## src/rtl/log_calc_if.sv

```systemverilog
// Handshake and operand/result bundle for the iterative logarithm unit.
interface log_calc_if #(
  parameter int depth = 3
);
  logic               start_i;
  logic [depth-1:0]   base_i;
  logic [2*depth-1:0] value_i;
  logic [depth-1:0]   result_o;
  logic               exact_o;
  logic               err_o;
  logic               finish_o;

  modport master (
    output start_i, base_i, value_i,
    input  result_o, exact_o, err_o, finish_o
  );

  modport slave (
    input  start_i, base_i, value_i,
    output result_o, exact_o, err_o, finish_o
  );
endinterface

```

## src/rtl/log_calc.sv

```systemverilog
// Iterative floor(log_base(value)) with exact-power flag, one multiply per cycle.
module log_calc #(
  parameter int depth = 3
) (
  input  logic         clk,
  input  logic         rst,
  log_calc_if.slave    bus_io
);

  localparam int pw = 3 * depth;
  localparam logic [depth-1:0] one_c = depth'(1);
  localparam logic [depth-1:0] two_c = depth'(2);

  typedef enum logic [1:0] {
    IDLE    = 2'b00,
    COMPUTE = 2'b01,
    DONE    = 2'b10
  } state_t;

  state_t             state_q, state_d;
  logic [depth-1:0]   base_q, base_d;
  logic [2*depth-1:0] value_q, value_d;
  logic [pw-1:0]      power_q, power_d;
  logic [depth-1:0]   count_q, count_d;
  logic [depth-1:0]   result_q, result_d;
  logic               exact_q, exact_d;
  logic               err_q, err_d;
  logic               finish_q, finish_d;

  logic [pw+depth-1:0] product;
  logic                step_ok;
  logic                bad_operands;

  // Product is kept one base-width wider than power so the compare never wraps.
  assign product      = {{depth{1'b0}}, power_q} * {{pw{1'b0}}, base_q};
  assign step_ok      = product <= {{(pw+depth-2*depth){1'b0}}, value_q};
  assign bad_operands = (base_q < two_c) || (value_q == '0);

  always_ff @(posedge clk or posedge rst) begin
    if (rst) begin
      state_q  <= IDLE;
      base_q   <= '0;
      value_q  <= '0;
      power_q  <= {{(pw-1){1'b0}}, 1'b1};
      count_q  <= '0;
      result_q <= '0;
      exact_q  <= 1'b0;
      err_q    <= 1'b0;
      finish_q <= 1'b0;
    end else begin
      state_q  <= state_d;
      base_q   <= base_d;
      value_q  <= value_d;
      power_q  <= power_d;
      count_q  <= count_d;
      result_q <= result_d;
      exact_q  <= exact_d;
      err_q    <= err_d;
      finish_q <= finish_d;
    end
  end

  always_comb begin
    state_d  = state_q;
    base_d   = base_q;
    value_d  = value_q;
    power_d  = power_q;
    count_d  = count_q;
    result_d = result_q;
    exact_d  = exact_q;
    err_d    = err_q;
    finish_d = finish_q;

    case (state_q)
      IDLE: begin
        if (bus_io.start_i) begin
          base_d   = bus_io.base_i;
          value_d  = bus_io.value_i;
          power_d  = {{(pw-1){1'b0}}, 1'b1};
          count_d  = '0;
          finish_d = 1'b0;
          err_d    = 1'b0;
          exact_d  = 1'b0;
          state_d  = COMPUTE;
        end
      end
      COMPUTE: begin
        if (bad_operands) begin
          result_d = '0;
          err_d    = 1'b1;
          exact_d  = 1'b0;
          state_d  = DONE;
        end else if (step_ok) begin
          power_d = product[pw-1:0];
          count_d = count_q + one_c;
        end else begin
          result_d = count_q;
          exact_d  = (power_q == {{depth{1'b0}}, value_q});
          state_d  = DONE;
        end
      end
      DONE: begin
        // A held start must be released before another operation is accepted.
        finish_d = 1'b1;
        if (!bus_io.start_i) begin
          state_d = IDLE;
        end
      end
      default: begin
        state_d = IDLE;
      end
    endcase
  end

  assign bus_io.result_o = result_q;
  assign bus_io.exact_o  = exact_q;
  assign bus_io.err_o    = err_q;
  assign bus_io.finish_o = finish_q;

endmodule

```

## src/flat_wrapper.sv

```systemverilog
// flat-port wrapper written by rule: the top's interface ports become plain ports
module log_calc_flat 
#(
  parameter int depth = 3
)
  (clk, rst, bus_io_start_i, bus_io_base_i, bus_io_value_i, bus_io_result_o, bus_io_exact_o, bus_io_err_o, bus_io_finish_o);
  log_calc_if #(.depth(depth)) bus_io_i ();
  input  logic clk;
  input  logic rst;
  input wire logic [$bits(bus_io_i.start_i)-1:0] bus_io_start_i;
  input wire logic [$bits(bus_io_i.base_i)-1:0] bus_io_base_i;
  input wire logic [$bits(bus_io_i.value_i)-1:0] bus_io_value_i;
  output wire logic [$bits(bus_io_i.result_o)-1:0] bus_io_result_o;
  output wire logic [$bits(bus_io_i.exact_o)-1:0] bus_io_exact_o;
  output wire logic [$bits(bus_io_i.err_o)-1:0] bus_io_err_o;
  output wire logic [$bits(bus_io_i.finish_o)-1:0] bus_io_finish_o;
  assign bus_io_i.start_i = bus_io_start_i;
  assign bus_io_i.base_i = bus_io_base_i;
  assign bus_io_i.value_i = bus_io_value_i;
  assign bus_io_result_o = bus_io_i.result_o;
  assign bus_io_exact_o = bus_io_i.exact_o;
  assign bus_io_err_o = bus_io_i.err_o;
  assign bus_io_finish_o = bus_io_i.finish_o;
  log_calc #(.depth(depth)) u_core (.clk(clk), .rst(rst), .bus_io(bus_io_i));
endmodule
```

## config.mk

```make
export PLATFORM = sky130hd
export DESIGN_NAME = log_calc_flat
export DESIGN_NICKNAME = d
export VERILOG_FILES = /design/src/rtl/log_calc_if.sv /design/src/rtl/log_calc.sv /design/src/flat_wrapper.sv
export SDC_FILE = /design/constraint.sdc
export NUM_CORES = 1
export LEC_CHECK = 0
export CAP_MARGIN = 15
export CORE_MARGIN = 8
export CORE_UTILIZATION = 50
export CTS_CLUSTER_DIAMETER = 200
export DETAILED_ROUTE_END_ITERATION = 8
export PLACE_DENSITY = 0.74
export SLEW_MARGIN = 10
export SYNTH_ARGS = -nofsm -noshare
export SYNTH_HDL_FRONTEND = slang
export SYNTH_SLANG_ARGS = --single-unit
```

## constraint.sdc

```tcl
create_clock -name clk -period 4.5 [get_ports clk]
set_input_delay 0.9 -clock clk [delete_from_list [all_inputs] [get_ports clk]]
set_output_delay 0.9 -clock clk [all_outputs]
set_load 0.01 [all_outputs]
```

# Yosys cells after proc, flatten, opt, wreduce, memory -nomap -nowiden
# Cells that the tools add are included.
[totals]
regBits = 29
latchBits = 0
ramBits = 0
romBits = 0
in_bits = 12
output_inout_bits = 6
word_cells = 57
mem_count = 0
[op_classes]
add_sub_neg = 1
n_mul = 1
n_div = 0
n_lt_le_gt_ge = 2
eq_ne = 10
shifts = 0
muxes = 22
bitwise = 0
reduce_logical = 12
[ops]
columns = ["operator", "n"]
rows = [
  ["$mux 9", 3],
  ["$pmux 9 s2", 1],
  ["$mux 3", 5],
  ["$le 12x6->1", 1],
  ["$mul 9x3->12", 1],
  ["$eq 9x6->1", 1],
  ["$reduce_and 3->1", 3],
  ["$mux 2", 4],
  ["$ne 2x2->1 const B", 4],
  ["$logic_not 6->1", 1],
  ["$pmux 1 s2", 3],
  ["$pmux 2 s3", 1],
  ["$pmux 3 s2", 1],
  ["$reduce_and 2->1", 3],
  ["$mux 1", 4],
  ["$ne 2x1->1 const B", 2],
  ["$reduce_and 4->1", 1],
  ["$reduce_bool 2->1", 2],
  ["$add 3x1->3 const B", 1],
  ["$lt 3x2->1 const B", 1],
  ["$ne 3x3->1 const B", 1],
  ["$eq 2x1->1 const B", 1],
  ["$eq 2x2->1 const B", 1],
  ["$logic_not 2->1", 1],
  ["$logic_or 1x1->1", 1],
]

# Depth between registers and ports, before layout
# Gate-level depths: netlist of run 1.
[depth]
word_depth = 5
mapped_depth = 15
depth_no_buf = 14

# Worst setup path before layout of run 1
# OpenSTA, ideal clock, no wires.
[synth_timing]
path_kind = "register to register"
startpoint = "reg u_core.base_q[2]"
endpoint = "reg u_core.power_q[6]"
arrival_ns = 3.420
required_ns = 4.380
setup_slack_ns = 0.961
stages_incl_launch_ff = 14
cell_sequence = "dfrtp_1 > clkbuf_1 > nand2_1 > fa_1 > inv_1 > ha_1 > fa_1 > a21o_1 > a2111oi_0 > a31oi_1 > a2111oi_4 > nand4_2 > buf_6 > and3_1"
[synth_via]
elab_chain_cells = 4
elab_cells_between_ends = 10
cone_classes = "1 x mul; 2 x order compare; 2 x eq/ne; 3 x mux; 2 x reduce/logical"
[synth_lines]
columns = ["item", "line", "text"]
rows = [
  ["start, declared", "log_calc.sv:21", "logic [depth-1:0] base_q, base_d;"],
  ["start signal, assigned", "log_calc.sv:52", "base_q <= base_d;"],
  ["$mul 9x3->12 / $lt 3x2->1 (equally long branches)", "log_calc.sv:35, log_calc.sv:37", ""],
  ["$le 12x6->1, or another cell as far along", "log_calc.sv:36", "assign step_ok = product <= {{(pw+depth-2*depth){1'b0}}, value_q};"],
  ["$ne 2x1->1 (no source line), or another cell as far along", "-", ""],
  ["$reduce_and 4->1 (no source line) / $pmux 9 s2 (equally long branches)", "-", ""],
  ["end signal, assigned", "log_calc.sv:44", "power_q <= {{(pw-1){1'b0}}, 1'b1};"],
  ["end signal, assigned", "log_calc.sv:54", "power_q <= power_d;"],
  ["end, declared", "log_calc.sv:23", "logic [pw-1:0] power_q, power_d;"],
]
# Several ways; a longest one is shown, not always the timed one. The select of a mux whose other input is x is not followed.
# A chain may end at the register's enable or synchronous reset.

# Worst setup path in the final report of run 1
[layout_timing]
startpoint = "reg u_core.power_q[0]"
endpoint = "reg u_core.power_q[5]"
[layout_via]
elab_chain_cells = 4
elab_cells_between_ends = 7
cone_classes = "1 x mul; 1 x order compare; 1 x eq/ne; 3 x mux; 1 x reduce/logical"
[layout_lines]
columns = ["item", "line", "text"]
rows = [
  ["$mul 9x3->12 *", "log_calc.sv:35", "assign product = {{depth{1'b0}}, power_q} * {{pw{1'b0}}, base_q};"],
  ["$le 12x6->1 / $mux 9 (equally long branches)", "log_calc.sv:36, log_calc.sv:93", ""],
  ["$ne 2x1->1 (no source line) / $mux 9 (equally long branches)", "-", ""],
  ["$reduce_and 4->1 (no source line) / $pmux 9 s2 (equally long branches)", "-", ""],
]
# Mark *: on every way between the ends. The rest lies on a longest branch, timed or not. The select of a mux whose other input is x is not followed.

==> results of run 1 <==
[kinds of logic (layout without fill, tap and decap cells)]
family / count (synthesis) / in the layout / share of synthesized area [%]
AO/OA/AOI/OAI: 42 / 42 / 15.2
adder cells (fa/ha/maj): 26 / 26 / 18.0
XOR/XNOR: 7 / 7 / 2.86
multiplexers: 9 / 9 / 4.33
buffers and inverters: 35 / 54 / 6.49
flip-flops: 29 / 29 / 34.0
AND/OR/NAND/NOR: 87 / 87 / 19.2
[Yosys cell counts, types with 3 or more instances]
master / n / share of area (%)
and2_1: 8 / 2.3
clkbuf_1: 6 / 1.1
a21o_1: 4 / 1.4
nand2b_1: 3 / 0.88
fa_1: 8 / 7.5
nand2_1: 50 / 8.8
dfrtp_1: 28 / 33
a32o_1: 4 / 1.9
mux2i_1: 7 / 3.3
ha_1: 18 / 11
a2111oi_0: 3 / 1.2
xor2_1: 4 / 1.6
xnor2_1: 3 / 1.2
a21oi_1: 3 / 0.70
inv_1: 28 / 4.9
o21ai_0: 10 / 2.3
and3_1: 5 / 1.5
nand3_1: 3 / 0.70
nor2_1: 6 / 1.1
[routing by layer]
metal,vias up,part of all wire [%]
li1,840,-
met1,818,45
met2,39,48
met3,9,4.8
met4,0,2.2
met5,-,0
[power breakdown]
group / leakage (nW) / internal (mW) / total, mW / switching (mW)
combinational: 0.864 / 0.307 / 0.708 / 0.402
clock: 0.0450 / 0.107 / 0.205 / 0.0986
sequential: 0.378 / 0.358 / 0.476 / 0.118
total: 1.29 / 0.772 / 1.39 / 0.618
[final timing paths]
path | startpoint | to
max | u_core.power_q[0] | u_core.power_q[5]
min | u_core.count_q[2] | u_core.count_q[2]
max reg2reg | u_core.power_q[0] | u_core.power_q[5]
min reg2reg | u_core.count_q[2] | u_core.count_q[2]
max in group asynchronous | rst | u_core.power_q[0]
min in group asynchronous | rst | u_core.value_q[0]
[registers in the layout, indices dropped and copies added, names as in the netlist]
register / flops
u_core.base_q: 3
u_core.bus_io.err_o: 1
u_core.bus_io.exact_o: 1
u_core.value_q: 6
u_core.bus_io.result_o: 3
u_core.state_q: 2
u_core.power_q: 9
u_core.count_q: 3
u_core.bus_io.finish_o: 1
[area by class of cell]
type | instances | share of cell area, %
Tap cell | 50 | 2.55
Sequential cell | 29 | 29.7
Multi-Input combinational cell | 171 | 52.0
Clock buffer | 6 | 2.96
Inverter | 28 | 4.29
Clock inverter | 2 | 0.409
Timing Repair Buffer | 18 | 8.07
[cell usage in the layout, fill, tap and decap left out, drive strengths merged, types with 7 or more instances in the layout]
cell	instances
and2	8
mux2i	7
ha	18
clkdlybuf4s50	17
o21ai	11
inv	27
fa	8
nand2	50
dfrtp	28
[through the flow]
step | cells | hold slack [ns] | util, % | instance area (sq um) | setup WS (ns)
after global placement | 295 | 0.472 | 57.7 | 2340 | 0.565
final | 304 | 0.484 | 60.4 | 2450 | 0.455
after floorplan | 235 | 0.445 | - | 2140 | 0.961
after detailed placement | 295 | 0.470 | 57.7 | 2340 | 0.392
after global routing | 304 | 0.515 | 60.4 | 2450 | 0.161
after CTS | 303 | 0.486 | 59.7 | 2420 | 0.389
==> flow_summary.ini, run 1 <==
[sta]
setup_violations = 0
rsz0062_at_grt = no
drv_slew = 0
fmax_mhz = 247
slew_headroom_pct = 44.9
tightest_slew_ns = 0.824
fin_crit_ns = 4.04
fin_skew_ns = 0.00680
fin_crit_sh_pct = 89.9
finalHoldViolations = 0
finalSetupTns_ns = 0

[yosys]
synthFlopType = dfrtp_1
syn-cell-area_sq_mm = 0.00214
yosys_warnings = 0
synth_area_per_cell_sq_um = 9.11
ys_async_sr_fraction_pct = 100
synth_edf_count = 0
ys_types = 44
ys_seq_area_share_pct = 34.0
synth_nets = 273
ys_ff_latch = 29
synthCells = 235

[grt]
track_usage_pct = 15.9
grt_pass1_vias = 1775
grt_max_degree = 30
grt_overflow_total = 0
grt_pass1_wl_mm = 8.19
use_met2_pct = 25.8
grt_antenna_before_repair = 0
gr-usage-met3_pct = 3.60
grt.busiest_layer = met2
use_met1_pct = 20.3

[pwr]
ir_drop_v = 0.000440
power_density_mw_per_mm2 = 567
p_leak_nw = 1.29
p_total_mw = 1.39

[die]
io_pins = 18
coreArea_sq_mm = 0.00406
rows = 23
die_area_sq_mm = 0.00663
die_y_um = 81.4
initial_core_util_pct = 52.8
die_w_um = 81.4

[critical_path]
startpoint_type = flop
cp.depth = 11
worstPathMaxFanout = 12
cp_top_family = adder cells
critPathKind = reg -> reg
crit_buf_inv = 1
crit_chain = nand2_1 -> fa_1 -> inv_1 -> ha_1 -> fa_1 -> a21o_1 -> a2111oi_0 -> a31oi_1 -> a2111oi_4 -> nand4_2 -> mux2_1
cp.required_ns = 4.67
reg2reg_depth = 11
timing.reg2reg.setup_slack_ns = 0.46
cpMaxStageDelayCell = dfstp_2
cp-end-kind = flop
slowest_delay_ns = 0.57
crit_top_cell = fa_1
cp.arrival_ns = 4.22

[clocking]
cts-htree-levels = 2
cts_root_buf = clkbuf_8
clk_latency_ns = 0.29
clockBufferDepth = 2
cts_buffers = 5
clock-sinks = 29
cts.clk_slew.worst_paths_ns = 0.06
cts_tree = built
hold_buffers = 0
post_cts_resized = 0
post_cts_buffers = 0

[route]
vias = 1706
dr.first_iter.drc_count = 98
drt_wl_total_mm = 4.54
firstDrtPassIters = 5
ant_nets = 0
via_per_inst = 5.61
routedWlPerCell_um = 14.9
remaining_drc_errors = 0

[layout]
multiInputGateArea_sq_mm = 0.00127
drive_above_1_share_pct = 5.12
nNetsFinal = 291
seqCellArea_sq_um = 727
fill_cells = 331
diodes = 0
area_growth_pct = 14.4

[worst_hold_path]
holdPathStages = 1
min_path_type = reg -> reg

[run_status]
status = finished, final reports clean

[run]
drv_cap = 0

[place]
portBuffers = 17
gp_congestion = 0.940
dp_hpwl_mm = 3.52
Power figures use the tool's default switching activity.
==> run 2: changes to the inputs <==
--- a/config.mk
+++ b/config.mk
@@ -7,11 +7,10 @@
 export LEC_CHECK = 0
 export CAP_MARGIN = 15
 export CORE_MARGIN = 8
-export CORE_UTILIZATION = 50
+export CORE_UTILIZATION = 58
 export CTS_CLUSTER_DIAMETER = 200
 export DETAILED_ROUTE_END_ITERATION = 8
-export PLACE_DENSITY = 0.74
-export SLEW_MARGIN = 10
+export PLACE_DENSITY = 0.84
 export SYNTH_ARGS = -nofsm -noshare
 export SYNTH_HDL_FRONTEND = slang
 export SYNTH_SLANG_ARGS = --single-unit
==> run 2 against run 1 <==
Against the previous run:
- global-route usage is 0.82 points higher
- sequential power hardly changed
- first-iteration DRC count increased by 10%
- critical path depth unchanged
- count of clock-buffer cells in the layout fell by 1
- register-to-register slack better by 0.08 ns
- sequential share of layout area is essentially flat
- clock power about the same
- worst setup slack gained 0.076 ns
- final cell count down 0.66%
==> flow_summary.ini, run 2 (synthesized netlist as in run 1, its figures left out) <==
[run_status]
status = finished, final reports clean

[die]
die_y_um = 76.8
rows = 22
coreArea_sq_mm = 0.00361
initial_core_util_pct = 59.4
die_area_sq_mm = 0.00589
io_pins = 18
die_w_um = 76.8

[pwr]
p_clk_share_pct = 14.7
pwr-share-comb_pct = 51.6
ir_drop_v = 0.000441
switching_share_pct = 45.5
p_leak_nw = 1.29
power_frac_seq_pct = 33.7
p_int_mw = 0.773
power_density_mw_per_mm2 = 579
power_switching_mw = 0.645

[clocking]
cts-htree-levels = 2
clk_latency_ns = 0.29
cts.clk_slew.worst_paths_ns = 0.07
cts_root_buf = clkbuf_8
clock-sinks = 29
hold_buffers = 0
cts_tree = built
post_cts_buffers = 0
cts_buffers = 5
post_cts_resized = 0
clockBufferDepth = 2

[sta]
fin_crit_ns = 3.97
fin_crit_sh_pct = 88.2
fin_skew_ns = 0.0130
timing.hold.ws_ns = 0.491
tightest_slew_ns = 0.849
finalSetupTns_ns = 0
drv_slew = 0
slew_headroom_pct = 43.2
rsz0062_at_grt = no
fmax_mhz = 252
setup_violations = 0
finalHoldViolations = 0

[layout]
diodes = 0
reg.largest.list = u_core.power_q (9), u_core.value_q (6)
layout_commonest_cell = nand2_1
top_register = u_core.power_q
layout_common_cells = 50 x nand2_1, 28 x inv_1, 28 x dfrtp_1
nNetsFinal = 291
area_growth_pct = 14.5
drive_above_1_share_pct = 5.51
largest_register_ff_count = 9

[critical_path]
cp-end-kind = flop
startpoint_type = flop
worstPathMaxFanout = 12
timing.reg2reg.setup_slack_ns = 0.53
critPathKind = reg -> reg
cp.arrival_ns = 4.13
cp.required_ns = 4.67

[route]
drt_wl_total_mm = 4.83
vias = 1766
remaining_drc_errors = 0
via_per_inst = 5.85
dr.first_iter.drc_count = 108
ant_nets = 0
firstDrtPassIters = 6
routedWlPerCell_um = 16.0

[grt]
gr-usage-met3_pct = 4.20
grt_overflow_total = 0
use_met2_pct = 27.1
grt_antenna_before_repair = 0
grt_pass1_wl_mm = 8.00
use_met1_pct = 20.2
grt_max_degree = 30
grt.busiest_layer = met2
grt_pass1_vias = 1774
track_usage_pct = 16.7

[place]
portBuffers = 17
gp_congestion = 0.866
dp_hpwl_mm = 3.60

[run]
drv_cap = 0

[worst_hold_path]
min_path_type = reg -> reg
run 2: area by class of cell:
type / count / area, sq um
Clock buffer: 5 / 68.8
Clock inverter: 3 / 17.5
Fill cell: 277 / 1150
Inverter: 28 / 105
Multi-Input combinational cell: 171 / 1270
Sequential cell: 29 / 727
Tap cell: 48 / 60.1
Timing Repair Buffer: 18 / 198
run 2: worst max-delay path, stage by stage (launching register included):
cell and delay [ns]:
dfstp_2 0.56, nand2_1 0.08, fa_1 0.55, inv_1 0.04, ha_1 0.23, fa_1 0.41
a21o_1 0.21, a2111oi_0 0.41, a31oi_1 0.12, a2111oi_4 0.39, nand4_2 0.41, mux2_1 0.45
run 2: power groups by stage:
stage               clock network (mW)  logic, mW  registers (mW)
finish                           0.208      0.732           0.479
global route                     0.222      0.824           0.495
CTS                              0.209      0.711           0.475
detailed placement                   0      0.705           0.479
global placement                     0      0.676           0.479
floorplan                            0      0.555           0.433
run 2: worst paths after layout:
path,startpoint,to,cells past startpoint
worst min-delay path,u_core.count_q[2],u_core.count_q[2],1
max in group asynchronous,rst,u_core.power_q[0],3
worst max-delay path,u_core.power_q[0],u_core.power_q[4],11
worst min register to register,u_core.count_q[2],u_core.count_q[2],1
worst max register to register,u_core.power_q[0],u_core.power_q[4],11
min in group asynchronous,rst,u_core.power_q[1],2
run 2: through the flow:
stage	power (mW)	setup WS, ns	std cells	utilization [%]	area, sq um
floorplan	0.988	0.961	235	-	2140
detailed placement	1.18	0.523	293	64.8	2340
global route	1.54	0.238	302	68.0	2450
CTS	1.40	0.509	301	67.2	2420
finish	1.42	0.532	302	68.0	2450
global placement	1.15	0.639	293	64.8	2340
run 2: per-layer routing:
metal,vias to the layer above,routed length (um),share of wire [%]
li1,836,-,-
met1,842,1980,41
met2,71,2350,49
met3,17,338,7.0
met4,0,162,3.4
met5,-,0,0
==> run 3: changes to the inputs <==
--- a/config.mk
+++ b/config.mk
@@ -7,10 +7,12 @@
 export LEC_CHECK = 0
 export CAP_MARGIN = 15
 export CORE_MARGIN = 8
-export CORE_UTILIZATION = 58
+export CORE_UTILIZATION = 60
+export CTS_BUF_LIST = sky130_fd_sc_hd__clkbuf_4 sky130_fd_sc_hd__clkbuf_8
 export CTS_CLUSTER_DIAMETER = 200
 export DETAILED_ROUTE_END_ITERATION = 8
-export PLACE_DENSITY = 0.84
+export PLACE_DENSITY = 0.86
+export REMOVE_ABC_BUFFERS = 1
 export SYNTH_ARGS = -nofsm -noshare
 export SYNTH_HDL_FRONTEND = slang
 export SYNTH_SLANG_ARGS = --single-unit
==> run 3 against run 2 <==
Against the previous run:
- total power up 0.23%
- hold slack improved by 0.0016 ns
- via count fell by 2.6%
- final area increased by 0.31%
- final cell count decreased by 0.33%
- worst setup slack worse by 0.11 ns
- flip-flop and latch count unchanged
- critical path depth stayed put
- clock skew is 0.0013 ns lower
==> flow_summary.ini, run 3 (synthesized netlist as in run 1, its figures left out) <==
[run_status]
status = finished, final reports clean

[critical_path]
critPathKind = reg -> reg
startpoint_type = flop
cp-end-kind = flop
worstPathMaxFanout = 12
cp.arrival_ns = 4.30
cp.required_ns = 4.72

[clocking]
clk_latency_ns = 0.34
cts.clk_slew.worst_paths_ns = 0.10
post_cts_resized = 0
post_cts_buffers = 0
cts_tree = built
clock-sinks = 29
hold_buffers = 0
cts_root_buf = clkbuf_4
cts-htree-levels = 2
clockBufferDepth = 2
cts_buffers = 5

[sta]
tightest_slew_ns = 0.943
rsz0062_at_grt = no
drv_slew = 0
finalHoldViolations = 0
slew_headroom_pct = 36.9
fin_skew_ns = 0.0117
fmax_mhz = 245
fin_crit_sh_pct = 90.7
setup_violations = 0
finalSetupTns_ns = 0
fin_crit_ns = 4.08
timing.hold.ws_ns = 0.492

[route]
remaining_drc_errors = 0
routedWlPerCell_um = 14.8
firstDrtPassIters = 5
vias = 1720
drt_wl_total_mm = 4.44
ant_nets = 0
via_per_inst = 5.71
dr.first_iter.drc_count = 64

[place]
portBuffers = 17
place_inst = 292
dp_hpwl_mm = 3.47
gp_congestion = 0.911

[die]
io_pins = 18
initial_core_util_pct = 63.2
die_area_sq_mm = 0.00574
coreArea_sq_mm = 0.00339
die_y_um = 75.7
rows = 21
die_w_um = 75.7

[grt]
track_usage_pct = 17.9
grt_pass1_wl_mm = 7.69
grt_max_degree = 30
grt_pass1_vias = 1766
grt_overflow_total = 0
grt_antenna_before_repair = 0

[layout]
layout_commonest_cell = nand2_1
largest_register_ff_count = 9
area_growth_pct = 14.8
nNetsFinal = 292
layout_common_cells = 50 x nand2_1, 28 x inv_1, 28 x dfrtp_1
reg.largest.list = u_core.power_q (9), u_core.value_q (6)
utilization_pct = 72.5
fin_cells = 301
drive_above_1_share_pct = 5.88
diodes = 0
top_register = u_core.power_q

[pwr]
p_leak_nw = 1.30
power_density_mw_per_mm2 = 578
ir_drop_v = 0.000489
p_total_mw = 1.42

[worst_hold_path]
min_path_type = reg -> reg

[run]
drv_cap = 0
run 3: changes by cell type in the layout (fill, tap and decap cells not counted):
| cell | change |
|---|---|
| buf_4 | +1 |
| bufinv_16 | +1 |
| clkbuf_4 | +6 |
| clkbuf_8 | -4 |
| clkinv_2 | -2 |
| clkinvlp_4 | -1 |
run 3: per-layer routing:
layer	vias to the layer above	GRT usage [%]	share of wire, %
li1	841	-	-
met1	837	20.3	44
met2	32	31.5	50
met3	10	4.08	4.2
met4	0	7.25	1.7
met5	-	0	0
run 3: stage by stage:
stage / setup slack, ns / cell area [sq um]
floorplan: 0.800 / 2110
global placement: 0.604 / 2340
detailed placement: 0.468 / 2340
CTS: 0.437 / 2430
global route: 0.0984 / 2460
finish: 0.419 / 2460
run 3: worst max-delay path: stages (launching register included):
cell	delay (ns)
dfrtp_1	0.52
nand2_1	0.13
fa_1	0.54
inv_1	0.04
ha_1	0.23
fa_1	0.41
a21o_1	0.21
a2111oi_0	0.44
a31oi_1	0.13
a2111oi_4	0.43
nand4_2	0.43
mux2_1	0.44
run 3: final timing paths:
check / startpoint / end / slack [ns] / cells past startpoint
worst max-delay path: u_core.base_q[2] / u_core.power_q[4] / 0.42 / 11
worst min-delay path: u_core.bus_io.finish_o / u_core.bus_io.finish_o / 0.49 / 2
worst max register to register: u_core.base_q[2] / u_core.power_q[4] / 0.42 / 11
worst min register to register: u_core.bus_io.finish_o / u_core.bus_io.finish_o / 0.49 / 2
max in group asynchronous: rst / u_core.value_q[0] / 3.30 / 3
min in group asynchronous: rst / u_core.value_q[2] / 0.79 / 2
run 3: cell type report:
class | instances | area (sq um)
clock buffer | 7 | 58.8
clock inverter | 1 | 30.0
fill | 238 | 931
inverter | 28 | 105
multi-input combinational | 171 | 1270
sequential | 29 | 727
tap | 46 | 57.6
timing repair buffer | 19 | 205
run 3: power breakdown:
group	internal, mW	leakage [nW]	switching [mW]
Clock	0.139	0.0489	0.0904
Combinational	0.311	0.873	0.414
Sequential	0.358	0.378	0.111
Total	0.807	1.30	0.615
